$ cat src/rtl/ibex_predict_check.sv
// In-order queue of fetch-side branch predictions, checked against execute-stage resolutions.
// Optional statistics counters are built only when IBEX_PREDICT_STATS_EN is defined.
module ibex_predict_check #(
    parameter int DEPTH = 4
) (
    input  logic        clk_i,
    input  logic        rst_i,
    input  logic        pred_valid_i,
    output logic        pred_ready_o,
    input  logic [31:0] pred_pc_i,
    input  logic        pred_taken_i,
    input  logic [31:0] pred_target_i,
    input  logic        resolve_valid_i,
    input  logic [31:0] resolve_pc_i,
    input  logic        resolve_taken_i,
    input  logic [31:0] resolve_target_i,
    input  logic        resolve_compressed_i,
    input  logic        flush_i,
    output logic        redirect_o,
    output logic [31:0] redirect_pc_o,
    output logic        pc_mismatch_o,
    output logic [31:0] stat_branches_o,
    output logic [31:0] stat_mispredicts_o
);
    localparam int AW = $clog2(DEPTH);
    localparam int EW = 65;

    logic [AW:0]                count_reg, count_next;
    logic [AW-1:0]              wr_ptr_reg, wr_ptr_next;
    logic [AW-1:0]              rd_ptr_reg, rd_ptr_next;
    logic [DEPTH-1:0][EW-1:0]   entry_q;
    logic [EW-1:0]              head;
    logic [31:0]                head_pc, head_target;
    logic                       head_taken;
    logic                       queue_full, queue_empty;
    logic                       resolve_en, pop_en, push_en, mispredict, pc_diff;
    logic [31:0]                fallthrough_pc, correct_pc;
    logic                       redirect_reg;
    logic [31:0]                redirect_pc_reg;
    logic                       mismatch_reg;

    assign queue_full   = (count_reg == (AW+1)'(DEPTH));
    assign queue_empty  = (count_reg == '0);
    assign pred_ready_o = !queue_full;

    assign head        = entry_q[rd_ptr_reg];
    assign head_pc     = head[64:33];
    assign head_taken  = head[32];
    assign head_target = head[31:0];

    generate
        for (genvar gi = 0; gi < DEPTH; gi++) begin : g_entry
            logic [EW-1:0] entry_reg;
            always_ff @(posedge clk_i) begin
                if (push_en && wr_ptr_reg == AW'(gi)) begin
                    entry_reg <= {pred_pc_i, pred_taken_i, pred_target_i};
                end
            end
            assign entry_q[gi] = entry_reg;
        end
    endgenerate

    assign fallthrough_pc = resolve_pc_i + (resolve_compressed_i ? 32'd2 : 32'd4);
    assign correct_pc     = resolve_taken_i ? resolve_target_i : fallthrough_pc;

    always_comb begin
        resolve_en  = resolve_valid_i && !flush_i;
        pop_en      = resolve_en && !queue_empty;
        mispredict  = 1'b0;
        pc_diff     = 1'b0;
        if (resolve_en) begin
            if (queue_empty) begin
                // Nothing was predicted: fetch assumed fall-through.
                mispredict = resolve_taken_i;
            end else begin
                mispredict = (head_taken != resolve_taken_i) ||
                             (head_taken && resolve_taken_i && head_target != resolve_target_i);
                pc_diff    = (head_pc != resolve_pc_i);
            end
        end
        // A same-cycle push after a mispredict is a wrong-path record.
        push_en = pred_valid_i && !queue_full && !flush_i && !mispredict;

        wr_ptr_next = wr_ptr_reg;
        rd_ptr_next = rd_ptr_reg;
        count_next  = count_reg;
        if (flush_i || mispredict) begin
            wr_ptr_next = '0;
            rd_ptr_next = '0;
            count_next  = '0;
        end else begin
            if (push_en) wr_ptr_next = wr_ptr_reg + 1'b1;
            if (pop_en)  rd_ptr_next = rd_ptr_reg + 1'b1;
            count_next = count_reg + {{AW{1'b0}}, push_en} - {{AW{1'b0}}, pop_en};
        end
    end

    always_ff @(posedge clk_i) begin
        if (rst_i) begin
            count_reg       <= '0;
            wr_ptr_reg      <= '0;
            rd_ptr_reg      <= '0;
            redirect_reg    <= 1'b0;
            redirect_pc_reg <= '0;
            mismatch_reg    <= 1'b0;
        end else begin
            count_reg    <= count_next;
            wr_ptr_reg   <= wr_ptr_next;
            rd_ptr_reg   <= rd_ptr_next;
            redirect_reg <= mispredict;
            if (mispredict) redirect_pc_reg <= correct_pc;
            if (pc_diff)    mismatch_reg    <= 1'b1;
        end
    end

    assign redirect_o    = redirect_reg;
    assign redirect_pc_o = redirect_pc_reg;
    assign pc_mismatch_o = mismatch_reg;

`ifdef IBEX_PREDICT_STATS_EN
    logic [31:0] branches_reg, mispredicts_reg;

    always_ff @(posedge clk_i) begin
        if (rst_i) begin
            branches_reg    <= '0;
            mispredicts_reg <= '0;
        end else begin
            if (resolve_en && branches_reg != 32'hFFFF_FFFF)
                branches_reg <= branches_reg + 32'd1;
            if (mispredict && mispredicts_reg != 32'hFFFF_FFFF)
                mispredicts_reg <= mispredicts_reg + 32'd1;
        end
    end

    assign stat_branches_o    = branches_reg;
    assign stat_mispredicts_o = mispredicts_reg;
`else
    assign stat_branches_o    = 32'd0;
    assign stat_mispredicts_o = 32'd0;
`endif

endmodule
$ cat config.mk
export PLATFORM = sky130hd
export DESIGN_NAME = ibex_predict_check
export DESIGN_NICKNAME = d
export VERILOG_FILES = /design/src/rtl/ibex_predict_check.sv
export SDC_FILE = /design/constraint.sdc
export NUM_CORES = 1
export LEC_CHECK = 0
export CORE_UTILIZATION = 64
export CTS_CLUSTER_SIZE = 10
export DETAILED_ROUTE_END_ITERATION = 8
export DONT_BUFFER_PORTS = 1
export GPL_ROUTABILITY_DRIVEN = 1
export HOLD_SLACK_MARGIN = 0.06
export PLACE_DENSITY = 0.84
export SLEW_MARGIN = 20
export SYNTH_ARGS = -nofsm -noshare
export SYNTH_HDL_FRONTEND = slang
export SYNTH_SLANG_ARGS = --single-unit
$ cat constraint.sdc
create_clock -name clk_i -period 10.5 [get_ports clk_i]
set_input_delay 1.575 -clock clk_i [delete_from_list [all_inputs] [get_ports clk_i]]
set_output_delay 1.575 -clock clk_i [all_outputs]
set_load 0.01 [all_outputs]
# == Word level (Yosys, flattened, before mapping) ==
# Cells that the tools add are included.
# word_totals
inputBits,136
out_inout_bits,99
register_bits,301
wordCells,51
# op_classes
muxes,8
addsub,5
n_reduce_logical,20
eq_ne,7
magnitude_cmp,1
# op_table
operator,count
$bmux 65 s2,1
$mux 65,1
$ne 32x32->1,2
$add 32x3->32,1
$mux 32,1
$logic_and 1x1->1,11
$add 2x1->2 const B,2
$eq 2x2->1 const B,2
$logic_not 1->1,4
$mux 1,4
$add 3x1->3,1
$eq 3x3->1 const B,1
$logic_not 3->1,1
$lt 2x3->1 const B,1
$mux 3,1
$sub 3x1->3,1
$eq 2x1->1 const B,1
$logic_not 2->1,1
$logic_or 1x1->1,2
$reduce_or 2->1,1
$ne 1x1->1,1

# == Logic depth before layout (Yosys ltp) ==
# Gate-level depths: netlist of run 1.
# depth
ltp_word,11
ltp_mapped,17
ltp_nobuf,14

# == Least setup slack after synthesis of run 1 ==
# No wires, ideal clock.
# synth_timing
path_kind,reg2reg
start,reg rd_ptr_reg[0]
end,reg g_entry[0].entry_reg[0] (enable)
arrival_ns,7.435
path_slack_ns,2.483
required_ns,9.919
stages_incl_launch_ff,10
setup_time_ns,0.581
path_buffers,3
cell_sequence,dfxtp_1 -> buf_6 -> buf_2 -> buf_1 -> mux4_2 -> ha_1 -> mux2i_1 -> nor2_1 -> or3_1 -> nor3b_1
# synth_between
elab_chain_len,10
elab_cells_between_ends,12
classes_between,eq/ne (2); mux (4); reduce/logical (6)
# synth_lines
element,line_no,rtl
start: declaration,30,"logic [AW-1:0] rd_ptr_reg, rd_ptr_next;"
start signal: assignment,109,rd_ptr_reg <= rd_ptr_next;
$bmux 65 s2 (*),46,assign head = entry_q[rd_ptr_reg];
$mux 65 (implied by the code) (*),46,
$ne 32x32->1 or $logic_and 1x1->1 (tied branches),77,(head_taken && resolve_taken_i && head_target != resolve_target_i);
$logic_and 1x1->1,77,
$logic_or 1x1->1 (*),76,mispredict = (head_taken != resolve_taken_i) ||
$mux 1 (*),72,if (queue_empty) begin
$mux 1 (*),71,if (resolve_en) begin
$logic_not 1->1 (*),82,push_en = pred_valid_i && !queue_full && !flush_i && !mispredict;
$logic_and 1x1->1 (*),82,
$logic_and 1x1->1 (*),55,if (push_en && wr_ptr_reg == AW'(gi)) begin
end signal: assignment,56,"entry_reg <= {pred_pc_i, pred_taken_i, pred_target_i};"
end: declaration,53,logic [EW-1:0] entry_reg;
# Mark *: on every way between the ends. The rest lies on a longest branch, timed or not. The select of a mux whose other input is x is not followed.
# A chain may end at the register's enable or synchronous reset.

# == Worst setup path in the final report of run 1 ==
# layout_timing
start,reg rd_ptr_reg[0]
end,reg count_reg[2]
# layout_between
elab_chain_len,11
elab_cells_between_ends,15
classes_between,add/sub (2); eq/ne (2); mux (4); reduce/logical (7)
# layout_lines
element,line_no,rtl
$bmux 65 s2 (*),46,
$mux 65 (implied by the code) (*),46,
$ne 32x32->1 or $logic_and 1x1->1 (tied branches),77,
$logic_and 1x1->1,77,
$logic_or 1x1->1 (*),76,
$mux 1 (*),72,
$mux 1 (*),71,
$logic_not 1->1,82,
$logic_and 1x1->1,82,
$add 3x1->3,94,"count_next = count_reg + {{AW{1'b0}}, push_en} - {{AW{1'b0}}, pop_en};"
$sub 3x1->3,94,
end signal: assignment,107,count_reg <= count_next;
end: declaration,28,"logic [AW:0] count_reg, count_next;"
# Marks and branches as above.

==> impl_metrics.json, run 1 <==
{
  "status": "finished clean",
  "grt_pass1_wl_mm": 48.5,
  "cts_buffer_depth": 3,
  "synthCells": 964,
  "max_cap_violations": 0,
  "cts-buffers-inserted": 36,
  "drc": 0,
  "cts_tree": "yes",
  "max-slew-margin-rel": 0.335,
  "fin_tns_setup_ps": 0,
  "synth_edf_count": 260,
  "clk_pin_slew_worst_paths_ps": 50,
  "drv_slew": 0,
  "cts_setup_buffers": 0,
  "largest_reg_flops": 260,
  "detail_route.vias_per_cell": 6.88,
  "hold_viol": 0,
  "die_height_um": 150,
  "dieArea_sq_um": 22500,
  "area_growth_pct": 6.84,
  "clockRootBuffer": "clkbuf_16",
  "core_area_sq_um": 21200,
  "synth.cell_area_sq_um": 14000,
  "rsz0062_at_grt": "false",
  "timing.fmax_ghz": 0.191,
  "die-width_um": 150,
  "cts.sinks": 301,
  "grtUsageTotal": 0.298,
  "critical_path_class": "register to register",
  "end_kind": "register",
  "drive_above_1_share": 0.137,
  "yosysWarnings": 0,
  "synth.distinct_cells": 44,
  "first_pass_iters": 5,
  "start_kind": "register",
  "ant_nets": 0,
  "wire_per_inst_um": 26.5,
  "peakVddDrop_v": 0.000174,
  "holdWs_ps": 589,
  "worstPathArrival_ps": 5670,
  "powerDensity_nw_per_um2": 170,
  "num_vias": 8507,
  "synth.most_common_cell": "edfxtp_1",
  "avgSynthCellArea_sq_um": 14.5,
  "postCtsHoldBufs": 0,
  "gp_congestion": 0.874,
  "min-delay-start": "pc_mismatch_o",
  "tightest_slew_ps": 998,
  "finalNonFillerCells": 1237,
  "r2r_start": "rd_ptr_reg[0]",
  "clk-insertion-delay-late_ps": 530,
  "synth_top_area_share": 0.557,
  "io_buffers": 0,
  "n_antenna_cell": 0,
  "hpwl_mm": 21.8,
  "ios": 235,
  "cts-htree-levels": 2,
  "ys_seq_elements": 301,
  "post-route-cell-area_sq_um": 15000,
  "wl_mm": 32.8,
  "p_leak_nw": 4.70,
  "drt_iter0_drc": 740,
  "antenna_found_initial": 1,
  "synth_seq_area_share": 0.616,
  "finalSetupViolations": 0,
  "place_area_sq_um": 14000,
  "grt_max_degree": 72,
  "crit_required_ps": 10930,
  "min_path_type": "register to register",
  "synth_area_leader_cell": "edfxtp_1",
  "async_flop_share": 0,
  "ys_top_cells_by_count": "edfxtp_1, xnor2_1, buf_4, mux4_2, nand4_1",
  "crit_start": "rd_ptr_reg[0]",
  "rows": 53,
  "grt_pass1_vias": 8138,
  "finalNetCount": 1095,
  "netlist_top_cells_area": "edfxtp_1, mux4_2, dfxtp_1",
  "synth_flop_cell": "edfxtp_1",
  "finalCritPeriodShare": 0.499,
  "min_period_ps": 5240,
  "skew_ps": 23.4,
  "power_mw": 2.54,
  "grt-ovfl-total": 0,
  "critPathMaxFanout": 39,
  "dp_cells": 1185,
  "initial_core_util": 0.660,
  "ctsResizeCount": 0
}
==> power by group <==
| group | switching [mW] | leakage, nW | internal (mW) |
|---|---|---|---|
| logic | 0.0743 | 1.53 | 0.0516 |
| registers | 0.0128 | 2.69 | 1.33 |
| clock network | 0.448 | 0.486 | 0.628 |
| total | 0.535 | 4.70 | 2.01 |
==> layer usage <==
| layer | share of wire | up-vias | track usage |
|---|---|---|---|
| met5 | 0.00046 | - | 0 |
| li1 | - | 3645 | - |
| met4 | 0.044 | 2 | 0.133 |
| met3 | 0.13 | 94 | 0.0960 |
| met2 | 0.47 | 584 | 0.461 |
| met1 | 0.35 | 4182 | 0.388 |
==> final cells by class <==
type | instances | area [sq um]
multi-input combinational | 583 | 4850
inverter | 12 | 45.0
timing repair buffer | 14 | 105
clock inverter | 5 | 55.1
clock buffer | 47 | 942
tap | 275 | 344
fill | 1335 | 6250
sequential | 301 | 8630
==> cell usage in the layout, fill, tap and decap left out, types with 5 or more instances in the layout <==
cell	n
mux4_2	65
clkbuf_1	11
nand2_1	23
or4_1	11
nor4_1	12
nor3_1	12
nand3_1	39
inv_1	12
conb_1	64
nand4_1	55
xnor2_1	75
ha_1	9
buf_4	14
nor2b_1	33
a31oi_1	18
nor2_1	28
or3_1	7
mux2i_1	5
o21ai_0	19
o31ai_1	9
a32oi_1	27
o211ai_1	30
dfxtp_1	39
edfxtp_1	260
xor2_1	6
clkbuf_16	36
==> critical path, stage by stage (launching register included) <==
cell,delay (ps)
dfxtp_4,720
buf_4,710
mux4_2,620
xnor2_1,200
nand4_1,250
or4_1,600
buf_4,260
o21ai_0,290
nand2b_1,100
ha_1,270
inv_1,50
ha_1,130
inv_1,50
fa_1,380
xor2_1,160
xnor2_1,130
nor4_1,160
==> path summary, 6_finish.rpt <==
check	to	slack, ps	cells past startpoint
hold / removal	pc_mismatch_o	590	2
setup / recovery	count_reg[2]	5260	16
setup reg to reg	count_reg[2]	5260	16
hold reg to reg	pc_mismatch_o	590	2
==> cell families after synthesis <==
logic type               after synthesis  share of synthesized area
flip-flops                           301                      0.616
AND/OR/NAND/NOR                      241                     0.0969
buffers and inverters                143                     0.0581
AO/OA/AOI/OAI                        116                     0.0596
XOR/XNOR                              81                     0.0506
multiplexers                          70                      0.108
adder cells (fa/ha/maj)               11                     0.0109
other                                  1                   0.000268
==> per-stage QoR <==
step / setup WS, ps / utilization
floorplan: 2480 / -
global placement: 5400 / 0.659
detailed placement: 5290 / 0.659
CTS: 5200 / 0.706
global route: 4810 / 0.706
finish: 5260 / 0.706
No activity file was read; power rests on OpenSTA's default activity.
==> run 2, diff against run 1 <==
==> constraint.sdc (replaced) <==
create_clock -name clk_i -period 5.4 [get_ports clk_i]
set_input_delay 0.81 -clock clk_i [delete_from_list [all_inputs] [get_ports clk_i]]
set_output_delay 0.81 -clock clk_i [all_outputs]
set_load 0.01 [all_outputs]
==> run 2 against run 1 <==
Net effect: total power rose by 97%; critical path depth fell by 1; highest routed layer is now met4; combinational power rose by 99%; clock power rose by 98%.
==> impl_metrics.json, run 2 (synthesis results as in run 1) <==
{
  "n_antenna_cell": 0,
  "max_stage_delay_ps": 800,
  "largest_reg_flops": 260,
  "layout_common_cells": "edfxtp_1, xnor2_1, mux4_2",
  "tightest_slew_ps": 944,
  "dp_cells": 1192,
  "num_vias": 8623,
  "antenna_found_initial": 0,
  "ant_nets": 0,
  "status": "finished clean",
  "max_cap_violations": 0,
  "dieArea_sq_um": 22500,
  "skew_ps": 20.3,
  "drive_above_1_share": 0.142,
  "clockRootBuffer": "clkbuf_16",
  "initial_core_util": 0.660,
  "cts-htree-levels": 2,
  "critical_path_class": "register to register",
  "gp_congestion": 0.863,
  "cts_buffer_depth": 3,
  "grt_pass1_wl_mm": 50.6,
  "rsz0062_at_grt": "false",
  "grt_max_degree": 71,
  "finalSetupViolations": 0,
  "ctsResizeCount": 0,
  "powerDensity_nw_per_um2": 330,
  "grtUsageMet2": 0.472,
  "die_height_um": 150,
  "hpwl_mm": 22.6,
  "r2r_start": "rd_ptr_reg[0]",
  "end_kind": "register",
  "crit_start": "rd_ptr_reg[0]",
  "timing.fmax_ghz": 0.213,
  "power_mw": 5.00,
  "critPathSlowestCell": "dfxtp_4",
  "cts_tree": "yes",
  "finalCritPeriodShare": 0.868,
  "grt.busiest_layer": "met2",
  "min_path_type": "input pin to register",
  "grtUsageTotal": 0.313,
  "detail_route.vias_per_cell": 6.93,
  "postCtsHoldBufs": 0,
  "grt-ovfl-total": 0,
  "worstPathArrival_ps": 5100,
  "core_area_sq_um": 21200,
  "cts.sinks": 301,
  "drt_iter0_drc": 904,
  "start_kind": "register",
  "wire_per_inst_um": 27.7,
  "area_growth_pct": 7.94,
  "path_cells": "mux4_2 -> xnor2_1 -> nand4_1 -> or4_1 -> buf_4 -> o21ai_0 -> nand2b_1 -> ha_1 -> inv_1 -> ha_1 -> inv_1 -> fa_1 -> xor2_1 -> xnor2_1 -> nor4_1",
  "critPathMaxFanout": 36,
  "clk_pin_slew_worst_paths_ps": 60,
  "met3_usage": 0.113,
  "drc": 0,
  "finalNetCount": 1102,
  "max-slew-margin-rel": 0.369,
  "finalNonFillerCells": 1244,
  "rows": 53,
  "grt_use_met1": 0.389,
  "clk-insertion-delay-late_ps": 510,
  "io_buffers": 0,
  "cts_setup_buffers": 0,
  "cts-buffers-inserted": 36,
  "drv_slew": 0,
  "min-delay-start": "rst_i",
  "hold_viol": 0,
  "crit_required_ps": 5810,
  "p_leak_nw": 4.77,
  "ios": 235,
  "min_period_ps": 4690,
  "die-width_um": 150,
  "first_pass_iters": 6,
  "grt_pass1_vias": 8307,
  "final_common_cell": "edfxtp_1",
  "peakVddDrop_v": 0.000297,
  "wl_mm": 34.5
}
run 2: cell count changes in the layout (fill, tap and decap cells not counted), sizes merged:
cell,before,now
buf,14,21
inv,14,12
clkinv,3,2
clkbuf,47,50
run 2: metrics by stage:
step	hold WS, ps	area, sq um	setup slack, ps	setup TNS, ps	util
final	386	15100	710	0	0.713
after global routing	376	15100	461	0	0.713
after CTS	372	15100	666	0	0.713
after detailed placement	587	14100	842	0	0.665
after global placement	571	14100	1070	0	0.665
after floorplan	530	14300	-334	-86930	-
run 2: layout make-up:
cell class	instances	area [sq um]
Sequential cell	301	8630
Fill cell	1249	6090
Multi-Input combinational cell	583	4870
Clock buffer	50	1010
Tap cell	275	344
Timing Repair Buffer	21	208
Inverter	12	45.0
Clock inverter	2	21.3
run 2: worst paths after layout:
check             endpoint  depth (start not counted)  slack (ps)
max           count_reg[2]                         15         710
min          pc_mismatch_o                          1         390
max reg2reg   count_reg[2]                         15         710
min reg2reg  pc_mismatch_o                          2         590
run 2: metal layers:
layer,share of wire,vias up
li1,-,3652
met4,0.067,0
met1,0.35,4191
met5,0,-
met3,0.13,139
met2,0.45,641
run 2: critical path, delay by kind of cell (launching register included):
kind                       cells  cell delay (ps)
adders and majority gates      3              800
buffers and inverters          3              390
and+or+nand+nor                4             1130
DFF                            1              800
muxes                          1              640
AOI/OAI and AO/OA              1              290
xor gates and xnor gates       3              530
run 2: where the power goes:
| group | switching (mW) | internal (mW) |
|---|---|---|
| Combinational | 0.148 | 0.104 |
| Sequential | 0.0251 | 2.58 |
| Clock | 0.858 | 1.28 |
==> run 3, diff against run 2 <==
--- a/config.mk
+++ b/config.mk
@@ -11,7 +11,7 @@
 export DONT_BUFFER_PORTS = 1
 export GPL_ROUTABILITY_DRIVEN = 1
 export HOLD_SLACK_MARGIN = 0.06
-export PLACE_DENSITY = 0.84
+export PLACE_DENSITY_LB_ADDON = 0.25
 export SLEW_MARGIN = 20
 export SYNTH_ARGS = -nofsm -noshare
 export SYNTH_HDL_FRONTEND = slang
==> run 3 against run 2 <==
Net effect: final cell count unchanged; die area unchanged; wire length down 3.3%; sequential cell count unchanged; first-iteration DRC count down 19%; clock-buffer cell count down 2; combinational power down 2%; critical path type unchanged; critical endpoint unchanged; largest cell class unchanged; largest power group unchanged.
==> impl_metrics.json, run 3 (synthesis results as in run 1) <==
{
  "layout_common_cells": "edfxtp_1, xnor2_1, mux4_2",
  "worstHoldPathCells": 0,
  "p_leak_nw": 4.78,
  "min-delay-start": "pred_pc_i[2]",
  "final_common_cell": "edfxtp_1",
  "cts.sinks": 301,
  "hold_viol": 0,
  "tightest_slew_ps": 902,
  "grt_pass1_wl_mm": 48.9,
  "status": "finished clean",
  "r2r_start": "rd_ptr_reg[0]",
  "cts_buffer_depth": 3,
  "place_area_sq_um": 14100,
  "wl_met3_mm": 3.76,
  "gp_congestion": 0.875,
  "combPwrFrac": 0.049,
  "die-width_um": 150,
  "grtUsageTotal": 0.304,
  "cts-buffers-inserted": 37,
  "cts-htree-levels": 2,
  "met1_length_mm": 12.1,
  "p_int_mw": 4.01,
  "first_pass_iters": 5,
  "finalNetCount": 1101,
  "wl_mm": 33.3,
  "clockRootBuffer": "clkbuf_16",
  "clk-insertion-delay-late_ps": 520,
  "p_seq_frac": 0.515,
  "initial_core_util": 0.660,
  "critPathMaxFanout": 35,
  "min_period_ps": 4500,
  "wire_per_inst_um": 26.8,
  "clkPwrFrac": 0.436,
  "finalSetupViolations": 0,
  "antenna_found_initial": 0,
  "die_height_um": 150,
  "timing.fmax_ghz": 0.222,
  "min_path_type": "input pin to register",
  "ios": 235,
  "grt_max_degree": 71,
  "drc": 0,
  "postCtsHoldBufs": 0,
  "wl_met2_mm": 15.6,
  "drive_above_1_share": 0.142,
  "n_antenna_cell": 0,
  "dp_cells": 1190,
  "skew_ps": 11.0,
  "powerDensity_nw_per_um2": 333,
  "core_area_sq_um": 21200,
  "netSwitchingFraction": 0.207,
  "whs_endpoint": "g_entry[1].entry_reg[35]",
  "finalCritPeriodShare": 0.833,
  "cts_setup_buffers": 0,
  "grt-ovfl-total": 0,
  "area_growth_pct": 8.16,
  "finalNonFillerCells": 1244,
  "drt_iter0_drc": 736,
  "ctsResizeCount": 0,
  "peakVddDrop_v": 0.000362,
  "cts_tree": "yes",
  "start_kind": "register",
  "rsz0062_at_grt": "false",
  "worstPathArrival_ps": 4930,
  "detail_route.vias_per_cell": 6.69,
  "routed.top_layer": "met4",
  "r2r-end": "count_reg[2]",
  "holdWs_ps": 381,
  "p_sw_mw": 1.05,
  "reg2reg_slack_ps": 900,
  "hpwl_mm": 22.1,
  "post-route-cell-area_sq_um": 15200,
  "max_cap_violations": 0,
  "clk_pin_slew_worst_paths_ps": 50,
  "io_buffers": 0,
  "num_vias": 8317,
  "end_kind": "register",
  "drv_slew": 0,
  "ant_nets": 0,
  "dieArea_sq_um": 22500,
  "largest_reg_flops": 260,
  "max-slew-margin-rel": 0.398,
  "critical_path_class": "register to register",
  "grt_pass1_vias": 8031,
  "reg2regPathDepth": 15,
  "rows": 53,
  "crit_required_ps": 5830
}
[run 3: cell count changes in the layout (fill, tap and decap cells not counted)]
cell / change
clkbuf_1: -1
buf_4: -2
inv_16: +1
clkinv_1: +1
bufinv_16: +1
inv_6: +1
clkbuf_8: -1
[run 3: metal layers]
layer / vias up / track usage
li1: 3652 / -
met2: 483 / 0.467
met4: 0 / 0.165
met1: 4084 / 0.389
met3: 98 / 0.0924
met5: - / 0
[run 3: power groups by stage]
stage                     sequential (mW)  combinational (mW)  clock [mW]
after floorplan                      2.64               0.235           0
after global placement               2.65               0.237           0
after detailed placement             2.65               0.241           0
after CTS                            2.60               0.244        2.23
after global routing                 2.60               0.270        2.31
final                                2.60               0.247        2.21
[run 3: worst max-delay path: stages, from the launching register on]
cell	delay [ps]
dfxtp_4	790
mux4_2	610
xnor2_1	190
nand4_1	220
or4_1	560
buf_4	250
o21ai_0	310
nand2b_1	100
ha_1	290
inv_1	60
ha_1	130
inv_1	50
fa_1	370
xor2_1	160
xnor2_1	120
nor4_1	150
[run 3: per-stage QoR]
stage / setup slack, ps / setup TNS [ps] / util / total power [mW]
after detailed placement: 946 / 0 / 0.664 / 2.89
after global routing: 457 / 0 / 0.714 / 5.19
after global placement: 1110 / 0 / 0.664 / 2.88
after floorplan: -334 / -86930 / - / 2.88
after CTS: 867 / 0 / 0.714 / 5.08
final: 904 / 0 / 0.714 / 5.06
[run 3: area by class of cell]
cell class	count	area (sq um)
Clock buffer	48	988
Clock inverter	6	83.8
Fill cell	1306	6060
Inverter	12	45.0
Multi-Input combinational cell	583	4870
Sequential cell	301	8630
Tap cell	275	344
Timing Repair Buffer	19	193
[run 3: how the worst max path moves through the flow]
stage / start / to / slack (ps)
finish: rd_ptr_reg[0] / count_reg[2] / 900
CTS: rd_ptr_reg[0] / count_reg[2] / 870
detailed placement: rd_ptr_reg[0] / count_reg[2] / 950
global placement: rd_ptr_reg[0] / count_reg[2] / 1110
floorplan: rd_ptr_reg[0] / g_entry[0].entry_reg[0] / -330
global route: rd_ptr_reg[0] / count_reg[2] / 460
